==> config.mk <==
export PLATFORM = sky130hd
export DESIGN_NAME = arb_mux
export DESIGN_NICKNAME = d
export VERILOG_FILES = /design/src/rtl/arb_mux_pkg.sv /design/src/rtl/arb_mux_rr_arbiter.sv /design/src/rtl/arb_mux.sv
export SDC_FILE = /design/constraint.sdc
export NUM_CORES = 1
export LEC_CHECK = 0
export BUFFER_PORTS_ARGS = -buffer_cell sky130_fd_sc_hd__buf_2
export CAP_MARGIN = 20
export CORE_MARGIN = 2
export CORE_UTILIZATION = 45
export DETAILED_ROUTE_END_ITERATION = 12
export PLACE_DENSITY_LB_ADDON = 0.08
export SYNTH_ARGS = -nofsm -noshare
export SYNTH_HDL_FRONTEND = slang
export SYNTH_SLANG_ARGS = --single-unit
export TNS_END_PERCENT = 10
==> constraint.sdc <==
create_clock -name clk -period 2.79 [get_ports clk]
set_input_delay 0.1395 -clock clk [delete_from_list [all_inputs] [get_ports clk]]
set_output_delay 0.1395 -clock clk [all_outputs]
set_load 0.01 [all_outputs]
==> src/rtl/arb_mux_pkg.sv <==
// Shared types and helpers for the arb_mux packet arbiter.
// The ARB_MUX_RR_EN macro selects round-robin arbitration; without it, fixed priority applies.
package arb_mux_pkg;

    typedef enum logic {
        IDLE   = 1'b0,
        LOCKED = 1'b1
    } state_t;

    // Increment modulo n, so that non-power-of-2 channel counts wrap correctly.
    function automatic int wrap_inc(input int idx, input int n);
        if (idx >= n - 1) begin
            return 0;
        end else begin
            return idx + 1;
        end
    endfunction

endpackage

==> src/rtl/arb_mux_rr_arbiter.sv <==
// Combinational round-robin grant: first requester at or above ptr, with wrap-around.
// Tying ptr to zero turns it into a lowest-index-first arbiter.
module rr_arbiter #(
    parameter int N  = 4,
    parameter int IW = 2
) (
    input  logic [N-1:0]  req,
    input  logic [IW-1:0] ptr,
    output logic [N-1:0]  grant,
    output logic [IW-1:0] idx,
    output logic          any
);

    logic [N-1:0]  grant_s;
    logic [IW-1:0] idx_s;
    logic          found_s;
    logic [IW-1:0] cand_s;
    int            pos_s;

    // Scan upward from ptr and take the first valid requester.
    always_comb begin
        grant_s = '0;
        idx_s   = '0;
        found_s = 1'b0;
        cand_s  = '0;
        pos_s   = 0;
        for (int off = 0; off < N; off++) begin
            pos_s = int'(ptr) + off;
            if (pos_s >= N) begin
                pos_s = pos_s - N;
            end else begin
                pos_s = pos_s;
            end
            cand_s = IW'(pos_s);
            if (!found_s && req[cand_s]) begin
                found_s        = 1'b1;
                grant_s[cand_s] = 1'b1;
                idx_s          = cand_s;
            end else begin
                found_s = found_s;
            end
        end
    end

    assign grant = grant_s;
    assign idx   = idx_s;
    assign any   = found_s;

endmodule

==> src/rtl/arb_mux.sv <==
// Packet-aware N:1 arbiter/mux with a one-beat registered output stage.
// Define ARB_MUX_RR_EN for round-robin arbitration; default build is fixed priority.
module arb_mux
    import arb_mux_pkg::*;
#(
    parameter int N_INPUTS = 4,
    parameter int DWIDTH   = 8
) (
    input  logic                        clk,
    input  logic                        rst_n,
    input  logic [N_INPUTS-1:0]         in_valid,
    input  logic [DWIDTH-1:0]           in_data [N_INPUTS],
    input  logic [N_INPUTS-1:0]         in_last,
    output logic [N_INPUTS-1:0]         in_ready,
    output logic                        out_valid,
    input  logic                        out_ready,
    output logic [DWIDTH-1:0]           out_data,
    output logic                        out_last,
    output logic [$clog2(N_INPUTS)-1:0] out_src
);

    localparam int IW = $clog2(N_INPUTS);

    state_t                state_r, state_n_s;
    logic [IW-1:0]         lock_idx_r, lock_idx_n_s;
    logic [IW-1:0]         ptr_s;
    logic [N_INPUTS-1:0]   gnt_s;
    logic [IW-1:0]         gnt_idx_s;
    logic                  req_any_s;
    logic                  load_s;
    logic                  accept_s;
    logic [IW-1:0]         sel_s;
    logic [N_INPUTS-1:0]   in_ready_s;

    logic                  out_valid_r;
    logic [DWIDTH-1:0]     out_data_r;
    logic                  out_last_r;
    logic [IW-1:0]         out_src_r;

    assign load_s = !out_valid_r || out_ready;

    rr_arbiter #(
        .N  (N_INPUTS),
        .IW (IW)
    ) u_arb (
        .req   (in_valid),
        .ptr   (ptr_s),
        .grant (gnt_s),
        .idx   (gnt_idx_s),
        .any   (req_any_s)
    );

    // Next-state, per-channel ready and beat selection.
    always_comb begin
        state_n_s    = state_r;
        lock_idx_n_s = lock_idx_r;
        in_ready_s   = '0;
        accept_s     = 1'b0;
        sel_s        = '0;
        case (state_r)
            IDLE: begin
                if (load_s && req_any_s) begin
                    in_ready_s = gnt_s;
                    sel_s      = gnt_idx_s;
                    accept_s   = 1'b1;
                    if (!in_last[gnt_idx_s]) begin
                        state_n_s    = LOCKED;
                        lock_idx_n_s = gnt_idx_s;
                    end else begin
                        state_n_s = IDLE;
                    end
                end else begin
                    state_n_s = IDLE;
                end
            end
            LOCKED: begin
                // Only the locked channel is eligible; it may stall forever.
                sel_s                  = lock_idx_r;
                in_ready_s[lock_idx_r] = load_s;
                accept_s               = load_s && in_valid[lock_idx_r];
                if (accept_s && in_last[lock_idx_r]) begin
                    state_n_s = IDLE;
                end else begin
                    state_n_s = LOCKED;
                end
            end
            default: begin
                state_n_s    = IDLE;
                lock_idx_n_s = '0;
            end
        endcase
    end

    // FSM state and lock index.
    always_ff @(posedge clk or negedge rst_n) begin
        if (!rst_n) begin
            state_r    <= IDLE;
            lock_idx_r <= '0;
        end else begin
            state_r    <= state_n_s;
            lock_idx_r <= lock_idx_n_s;
        end
    end

`ifdef ARB_MUX_RR_EN
    logic [IW-1:0] ptr_r;

    // Round-robin pointer moves past the source of each completed packet.
    always_ff @(posedge clk or negedge rst_n) begin
        if (!rst_n) begin
            ptr_r <= '0;
        end else if (accept_s && in_last[sel_s]) begin
            ptr_r <= IW'(wrap_inc(int'(sel_s), N_INPUTS));
        end else begin
            ptr_r <= ptr_r;
        end
    end

    assign ptr_s = ptr_r;
`else
    assign ptr_s = '0;
`endif

    // Output beat register: load on accept, drain on transfer, otherwise hold.
    always_ff @(posedge clk or negedge rst_n) begin
        if (!rst_n) begin
            out_valid_r <= 1'b0;
            out_data_r  <= '0;
            out_last_r  <= 1'b0;
            out_src_r   <= '0;
        end else if (accept_s) begin
            out_valid_r <= 1'b1;
            out_data_r  <= in_data[sel_s];
            out_last_r  <= in_last[sel_s];
            out_src_r   <= sel_s;
        end else if (out_ready) begin
            out_valid_r <= 1'b0;
        end else begin
            out_valid_r <= out_valid_r;
        end
    end

    // Ready must read zero while reset is held, even though it is combinational.
    assign in_ready  = rst_n ? in_ready_s : '0;
    assign out_valid = out_valid_r;
    assign out_data  = out_data_r;
    assign out_last  = out_last_r;
    assign out_src   = out_src_r;

endmodule

==> results_dict.tcl, run 1 <==
set metrics [dict create \
    clk_path_buf_depth 2 \
    max_freq_mhz 510 \
    regArea_um2 375 \
    cp.required_ps 2980 \
    drt-vias-per-instance 5.26 \
    synthDistinctLibCells 28 \
    cp_num_buf_inv 1 \
    die_y_um 54.9 \
    finalHoldViolCount 0 \
    arrival_ps 2150 \
    fin_hold_ws_ps 242 \
    dp_hpwl_mm 2.09 \
    fin_util 0.614 \
    diodes 0 \
    synth_area_um2 1160 \
    path_depth 5 \
    worstReg2RegEnd "out_data[0]" \
    syn_avg_cell_area_um2 10.1 \
    die_x_um 54.9 \
    clk_latency_ps 300 \
    avgRoutedWirePerCell_um 13.4 \
    drive_gt1_frac 0.451 \
    worst-r2r-setup-slack_ps 830 \
    setup_ws_ps 831 \
    drt_iter0_markers 25 \
    synthCells 115 \
    nets 219 \
    drv_slew 0 \
    fill_cells 215 \
    port_buffers 58 \
    dieArea_um2 3010 \
    clkTransAtPathRegs_ps 110 \
    drt-pass1-iter-count 4 \
    tightestPinTransition_ps 626 \
    ir_worst_vdd_mv 0.536 \
    postCtsSetupBuffers 0 \
    multi_input_area_um2 722 \
    r2r_cells 5 \
    cpMaxStageDelayCell "dfrtp_1" \
    p_leak_nw 0.765 \
    grt_max_degree 17 \
    hp-class "input pin to register" \
    cts_tree "done" \
    slowest_delay_ps 560 \
    ant_nets 0 \
    clockRootBuffer "clkbuf_4" \
    cp_top_family "multiplexers" \
    maxCapViolations 0 \
    h-tree-depth 1 \
    min_path_cells 3 \
    pwr_density_cell_nw_per_um2 873 \
    status "completed" \
    start_util 0.474 \
    worstSetupPathType "register to register" \
    final.period_utilization 0.702 \
    placed_cell_area_um2 1470 \
    grt_pass1_vias 952 \
    num_vias 1078 \
    drc 0 \
    cts_buffers 3 \
    setup-tns-final_ps 0 \
    ys_ff_latch 15 \
    maxSlewHeadroom 0.582 \
    fin_area_um2 1510 \
    num_io_pins 59 \
    holdPathEnd "lock_idx_r[0]" \
    routed_wl_mm 2.76 \
    rsz0062_at_grt "false" \
    antenna_found_initial 0 \
    place.gp.congestion 0.794 \
    cp-start-kind "register" \
    yosysSeqAreaShare 0.323 \
    r2r_start "state_r" \
    cp_common_cell "mux2i_1" \
    end_kind "register" \
    finalCriticalPeriod_ps 1960 \
    syn_nets 158 \
    overflow 0 \
    syn2layout_area_growth_pct 29.5 \
    grt_pass1_wl_mm 4.07 \
    fp.coreArea_um2 2450 \
    cts.sinks 15 \
    clock_skew_ps 12.7 \
    grt_usage 0.194 \
    rows 18 \
    ys.warnings.count 0 \
    hold_start "in_last[3]" \
    path_cells "o41ai_4, buf_4, mux2i_1, mux2i_1, mux2_2" \
    post-place-ws_ps 852 \
    path_max_fanout 13 \
    setup_viol 0 \
]
-- worst register-to-register path, stage by stage, from the launching register on --
cell,delay (ps)
dfrtp_1,560
o41ai_4,430
buf_4,270
mux2i_1,220
mux2i_1,100
mux2_2,260
-- report_power, final --
part           internal [mW]  leakage (nW)  total [mW]  switching (mW)
Sequential             0.322         0.180       0.409          0.0868
Combinational          0.408         0.571       0.767           0.359
Clock                 0.0547        0.0139       0.140          0.0854
-- cell usage after synthesis --
master / number / share of area
a211oi_1: 1 / 0.0065
a21boi_0: 2 / 0.013
a21oi_1: 7 / 0.030
a22oi_1: 1 / 0.0065
a31oi_1: 1 / 0.0054
buf_12: 1 / 0.017
buf_2: 4 / 0.017
buf_6: 1 / 0.0097
clkbuf_1: 1 / 0.0032
dfrtp_1: 15 / 0.32
inv_1: 3 / 0.0097
mux2_2: 10 / 0.097
mux2i_1: 34 / 0.29
nand2_1: 2 / 0.0065
nand2b_1: 2 / 0.011
nand3_1: 1 / 0.0043
nor2_1: 12 / 0.039
nor2b_1: 2 / 0.011
nor3_1: 4 / 0.017
nor4_1: 1 / 0.0054
o21a_1: 1 / 0.0065
o21ai_0: 3 / 0.013
o22a_1: 1 / 0.0075
o41ai_1: 1 / 0.0075
o41ai_4: 1 / 0.024
or2_2: 1 / 0.0054
or2_4: 1 / 0.0075
or3_1: 1 / 0.0054
-- layout make-up --
class,instances,share of cell area
clock buffer,3,0.0150
clock inverter,1,0.00498
inverter,3,0.00748
multi-input combinational,90,0.479
sequential,15,0.249
tap,30,0.0249
timing repair buffer,63,0.219
-- per-stage QoR --
stage,instances,power (mW)
2_1_floorplan,115,0.992
3_3_place_gp,200,1.17
3_5_place_dp,200,1.19
4_1_cts,205,1.33
5_1_grt,205,1.41
6_report,205,1.32
-- cell families after synthesis --
logic type             synth area share
buffers and inverters            0.0570
AOI/OAI and AO/OA                 0.119
and+or+nand+nor                   0.112
DFF                               0.323
muxes                             0.389
-- flip-flops by register name, summed over array words and instances (netlist names) --
register    count
out_valid       1
lock_idx_r      2
out_data        8
out_last        1
out_src         2
state_r         1
-- worst max path at each step --
stage          slack, ps  startpoint          end
3_5_place_dp         850   out_valid  out_data[0]
4_1_cts              810   out_valid  out_data[0]
2_1_floorplan        840   out_valid  out_data[0]
5_1_grt              720   out_valid  out_data[0]
3_3_place_gp         920   out_valid  out_data[0]
6_report             830     state_r  out_data[0]
-- cell usage in the layout, fill, tap and decap left out --
cell type / instances
a211oi_1: 1
a21boi_0: 2
a21oi_1: 7
a22oi_1: 1
a31oi_1: 1
buf_2: 58
buf_4: 4
clkbuf_4: 3
clkinvlp_4: 1
dfrtp_1: 15
dlygate4sd3_1: 1
inv_1: 3
mux2_2: 10
mux2i_1: 34
nand2_1: 2
nand2b_1: 2
nand3_1: 1
nor2_1: 12
nor2b_1: 2
nor3_1: 4
nor4_1: 1
o21a_1: 1
o21ai_0: 3
o22a_1: 1
o41ai_1: 1
o41ai_4: 1
or2_2: 1
or2_4: 1
or3_1: 1
-- layer usage --
metal  track usage  wire length, µm
met5             0                0
met4        0.0625               27
met3        0.0410              217
met2         0.361             1380
met1         0.217             1130
-- timing repair --
item / in CTS / in global routing
hold endpoints to repair: 15 / 0
hold buffers: 1 / 0
resized for setup: 0 / 0
No activity file was read; power rests on OpenSTA's default activity.
==> inputs of run 2 (changes only) <==
- ABC_AREA: unset -> 1
- clock period: 2.79 -> 1.9 ns (I/O delays scaled with it)
==> run 2 against run 1 <==
Register-to-register slack got worse by 560 ps. Routed wire length rose by 21%. Final cell count rose by 48%. Hold slack got worse by 140 ps. Flip-flop and latch count did not move. Largest power group unchanged. Combinational power rose by 76%. First-iteration DRC count rose to 4.1 times the previous value. Clock skew fell by 6.6 ps. Critical path type is now register to output pin. Via count rose by 37%. Die area rose by 9.8%.
==> results_dict.tcl, run 2 <==
set metrics [dict create \
    crit_path_end "in_ready[1]" \
    fill_cells 293 \
    synth-edff-count 0 \
    cp.required_ps 1800 \
    routed_wl_mm 3.35 \
    grt_pass1_wl_mm 5.26 \
    drt_iter0_markers 102 \
    cp_top_family "compound AO/OA/AOI/OAI gates" \
    yosys_most_used_dff "dfrtp_1" \
    synthDistinctLibCells 23 \
    grt_max_degree 21 \
    syn_nets 255 \
    synth_area_um2 1290 \
    fp.coreArea_um2 2730 \
    antenna_found_initial 0 \
    dp_hpwl_mm 2.63 \
    dieArea_um2 3300 \
    clkTransAtPathRegs_ps 100 \
    largest_reg_flops 8 \
    yosysTopAreaCell "dfrtp_1" \
    die_x_um 57.5 \
    port_buffers 58 \
    cpMaxStageDelayCell "dfrtp_1" \
    hp-class "input pin to register" \
    drt-pass1-iter-count 4 \
    synthCells 212 \
    drive_gt1_frac 0.298 \
    final.period_utilization 0.900 \
    r2r_start "state_r" \
    slowest_delay_ps 490 \
    clk_path_buf_depth 2 \
    cts_tree "done" \
    setup_viol 0 \
    end_kind "output pin" \
    clk_latency_ps 290 \
    max_freq_mhz 585 \
    synth_most_common_cell "nand2_1" \
    num_vias 1472 \
    start_util 0.470 \
    drv_slew 0 \
    setup-tns-final_ps 0 \
    startpoint "state_r" \
    h-tree-depth 1 \
    syn_avg_cell_area_um2 6.07 \
    ys_ff_latch 15 \
    rows 19 \
    path_max_fanout 6 \
    num_io_pins 59 \
    fin_cells 303 \
    worst-r2r-setup-slack_ps 270 \
    nets 316 \
    worstSetupPathType "register to output pin" \
    drc 0 \
    path_depth 4 \
    cts.sinks 15 \
    finalCriticalPeriod_ps 1710 \
    clock_skew_ps 6.13 \
    synthTopCellsByCount "nand2_1, nand3_1, inv_1" \
    postCtsSetupBuffers 0 \
    cts_buffers 3 \
    worstReg2RegEnd "out_data[6]" \
    maxSlewHeadroom 0.707 \
    cp-start-kind "register" \
    synthArstFlopShare 1.00 \
    place.gp.congestion 0.942 \
    clockRootBuffer "clkbuf_4" \
    tightestPinTransition_ps 435 \
    final_common_cell "nand2_1" \
    status "completed" \
    grt_pass1_vias 1217 \
    diodes 0 \
    p_leak_nw 1.02 \
    rsz0062_at_grt "false" \
    drt-vias-per-instance 4.86 \
    synth_area_leaders "dfrtp_1, nand2_1, nand3_1" \
    finalHoldViolCount 0 \
    ir_worst_vdd_mv 0.938 \
    maxCapViolations 0 \
    avgRoutedWirePerCell_um 11.0 \
    pwr_density_cell_nw_per_um2 1330 \
    numPlacedInstances 298 \
    r2r_cells 10 \
    ys.warnings.count 0 \
    syn2layout_area_growth_pct 26.8 \
    synth.top_cell.area_share 0.292 \
    yosysSeqAreaShare 0.292 \
    cp_num_buf_inv 1 \
    arrival_ps 1620 \
    path_cells "a21boi_0, nand3_1, a21oi_1, buf_2" \
    die_y_um 57.5 \
    grt_usage 0.203 \
    layout_common_cells "nand2_1, buf_2, nand3_1, inv_1, dfrtp_1" \
    ant_nets 0 \
    overflow 0 \
]
[run 2: cell types whose count changed in the layout (fill, tap and decap cells not counted), moves of 3 or more]
cell / change
nor3_1: -4
inv_1: +29
nand2_4: +3
nand3_1: +38
nand2_1: +79
nor2_1: -4
mux2i_1: -34
mux2_2: -10
inv_2: +5
[run 2: worst min-delay path by stage]
stage	from	to	slack [ps]	depth (start not counted)
5_1_grt	in_data[2]	out_data[2]	110	5
2_1_floorplan	rst_n	lock_idx_r[0]	-200	0
3_3_place_gp	rst_n	out_valid	60	2
6_report	in_data[3]	out_data[3]	100	5
4_1_cts	in_data[3]	out_data[3]	100	5
3_5_place_dp	rst_n	out_valid	70	2
[run 2: final cells by class]
type / instances / area (µm²) / share of cell area
multi-input combinational: 153 / 719 / 0.441
timing repair buffer: 63 / 330 / 0.203
sequential: 15 / 375 / 0.230
clock buffer: 3 / 22.5 / 0.0138
clock inverter: 1 / 5.00 / 0.00307
inverter: 37 / 139 / 0.0852
tap: 31 / 38.8 / 0.0238
[run 2: power by group]
group | total (mW) | switching, mW | internal, mW | leakage, nW
Clock | 0.199 | 0.120 | 0.0783 | 0.0177
Combinational | 1.35 | 0.836 | 0.512 | 0.822
Sequential | 0.621 | 0.137 | 0.484 | 0.183
Total | 2.17 | 1.09 | 1.07 | 1.02
[run 2: metal layers]
metal  vias to the layer above  share of wire  GRT usage
met1                       628           0.48      0.306
li1                        780              -          -
met3                         2          0.077     0.0499
met2                        62           0.44      0.299
met4                         0         0.0057     0.0299
met5                         -              0          0
[run 2: through the flow]
| step | worst slack [ps] | instance area [µm²] | total power, mW | hold WS, ps | utilization |
|---|---|---|---|---|---|
| 6_report | 190 | 1630 | 2.17 | 101 | 0.596 |
| 4_1_cts | 181 | 1630 | 2.17 | 102 | 0.596 |
| 3_3_place_gp | 342 | 1590 | 1.96 | 64.5 | 0.583 |
| 2_1_floorplan | 445 | 1290 | 1.58 | -201 | - |
| 5_1_grt | 59.7 | 1630 | 2.37 | 106 | 0.596 |
| 3_5_place_dp | 300 | 1590 | 1.97 | 66.1 | 0.583 |
[run 2: kinds of logic (layout without fill, tap and decap cells)]
group           Yosys count  after routing  share of synthesized area
simple gates            136            136                      0.472
flops                    15             15                      0.292
compound gates           17             17                     0.0876
buf+inv                  44            104                      0.149
[run 2: what timing repair did]
item | 4_1_cts | 5_1_grt
gates resized for setup | 0 | 0
hold buffers | 1 | 0
hold endpoints to repair | 15 | 0
[run 2: tightest hold or removal path: stages]
cell and delay [ps]:
buf_2 70, nand2_1 40, nand2_1 50, nand2_1 40, nand3_1 60
==> inputs of run 3 (changes only) <==
- RECOVER_POWER: unset -> 100
==> run 3 against run 2 <==
Critical endpoint unchanged. Routed wire length increased by 0.90%. Non-clock buffer count unchanged. Setup slack got worse by 14 ps. Flip-flop and latch count unchanged. Via count unchanged. Register-to-register slack got worse by 90 ps. Highest routed layer unchanged. Global-route usage unchanged. Critical path type unchanged. Critical path depth unchanged.
==> results_dict.tcl, run 3 (synthesis gave the netlist of run 2 again) <==
set metrics [dict create \
    largest_reg_flops 8 \
    drc 0 \
    grt_pass1_wl_mm 5.26 \
    diodes 0 \
    drt-vias-per-instance 4.86 \
    slowest_delay_ps 480 \
    drt-pass1-iter-count 4 \
    cts_tree "done" \
    cpMaxStageDelayCell "dfrtp_1" \
    combPwrFrac 0.612 \
    port_buffers 58 \
    grt_max_degree 21 \
    postCtsSetupBuffers 0 \
    syn2layout_area_growth_pct 23.8 \
    maxSlewHeadroom 0.442 \
    path_cells "a21boi_0, nand3_1, a21oi_1, clkbuf_1" \
    sw_frac_of_total 0.515 \
    die_x_um 57.5 \
    finalHoldViolCount 0 \
    clkTransAtPathRegs_ps 100 \
    cts.sinks 15 \
    pwr-share-seq 0.295 \
    hold_buffers 1 \
    drive_gt1_frac 0.224 \
    setup_viol 0 \
    num_io_pins 59 \
    fin_util 0.583 \
    clk_path_buf_depth 2 \
    cp-start-kind "register" \
    grt_usage 0.203 \
    drv_slew 0 \
    nets 316 \
    final.period_utilization 0.907 \
    dieArea_um2 3300 \
    drt_iter0_markers 107 \
    h-tree-depth 1 \
    grt_pass1_vias 1217 \
    rows 19 \
    p_clk_frac 0.093 \
    arrival_ps 1630 \
    placed_cell_area_um2 1590 \
    hp-class "input pin to register" \
    ant_nets 0 \
    start_util 0.470 \
    pwr_density_cell_nw_per_um2 1330 \
    num_vias 1472 \
    path_max_fanout 6 \
    status "completed" \
    max_freq_mhz 580 \
    avgRoutedWirePerCell_um 11.1 \
    end_kind "output pin" \
    p_int_mw 1.03 \
    maxCapViolations 0 \
    ir_worst_vdd_mv 0.901 \
    post_cts_resized 0 \
    setup-tns-final_ps 0 \
    routed_wl_mm 3.38 \
    finalCriticalPeriod_ps 1720 \
    fp.coreArea_um2 2730 \
    dp_hpwl_mm 2.63 \
    place.gp.congestion 0.942 \
    die_y_um 57.5 \
    cp_top_family "compound AO/OA/AOI/OAI gates" \
    rsz0062_at_grt "false" \
    layout_common_cells "nand2_1, buf_2, nand3_1, inv_1, clkbuf_1" \
    antenna_found_initial 0 \
    clockRootBuffer "clkbuf_4" \
    final_common_cell "nand2_1" \
    cp.required_ps 1800 \
    overflow 0 \
    clk_latency_ps 290 \
    cp_num_buf_inv 1 \
    worstSetupPathType "register to output pin" \
    cts_buffers 3 \
    clock_skew_ps 2.03 \
    p_sw_mw 1.09 \
    fin_area_um2 1590 \
    p_leak_nw 0.960 \
    tightestPinTransition_ps 837 \
]
run 3: cell type report:
class	instances	area, µm²
fill	309	1140
multi-input combinational	153	707
sequential	15	375
timing repair buffer	63	305
inverter	37	139
tap	31	38.8
clock buffer	3	22.5
clock inverter	1	5.00
run 3: routing by layer:
layer | vias to the layer above | part of all wire | wire length (µm) | GRT usage
li1 | 778 | - | - | -
met2 | 56 | 0.43 | 1470 | 0.299
met1 | 636 | 0.49 | 1660 | 0.306
met4 | 0 | 0.0056 | 19 | 0.0299
met3 | 2 | 0.069 | 234 | 0.0499
met5 | - | 0 | 0 | 0
run 3: final timing paths:
kind	slack (ps)	depth (start not counted)	start	endpoint
hold / removal	100	5	in_data[3]	out_data[3]
setup reg to reg	180	10	out_valid	out_data[6]
max in group asynchronous	870	3	rst_n	out_data[7]
setup / recovery	180	4	state_r	in_ready[1]
min in group asynchronous	510	3	rst_n	out_valid
hold reg to reg	490	2	out_data[6]	out_data[6]
run 3: through the flow:
stage          setup WS [ps]  hold WS (ps)  power (mW)  instances
6_report                 176          99.1        2.12        303
5_1_grt                 33.3           106        2.32        303
3_5_place_dp             300          66.1        1.97        298
4_1_cts                  181           102        2.17        303
3_3_place_gp             342          64.5        1.96        298
2_1_floorplan            445          -201        1.58        212
run 3: power groups by stage:
stage | sequential [mW] | clock, mW | combinational [mW]
2_1_floorplan | 0.659 | 0 | 0.921
3_3_place_gp | 0.625 | 0 | 1.34
3_5_place_dp | 0.629 | 0 | 1.34
4_1_cts | 0.621 | 0.201 | 1.35
5_1_grt | 0.645 | 0.209 | 1.46
6_report | 0.625 | 0.196 | 1.29
run 3: tightest hold or removal path, stage by stage:
cell and delay (ps):
buf_2 70, nand2_1 40, nand2_1 50, nand2_1 40, nand3_1 60
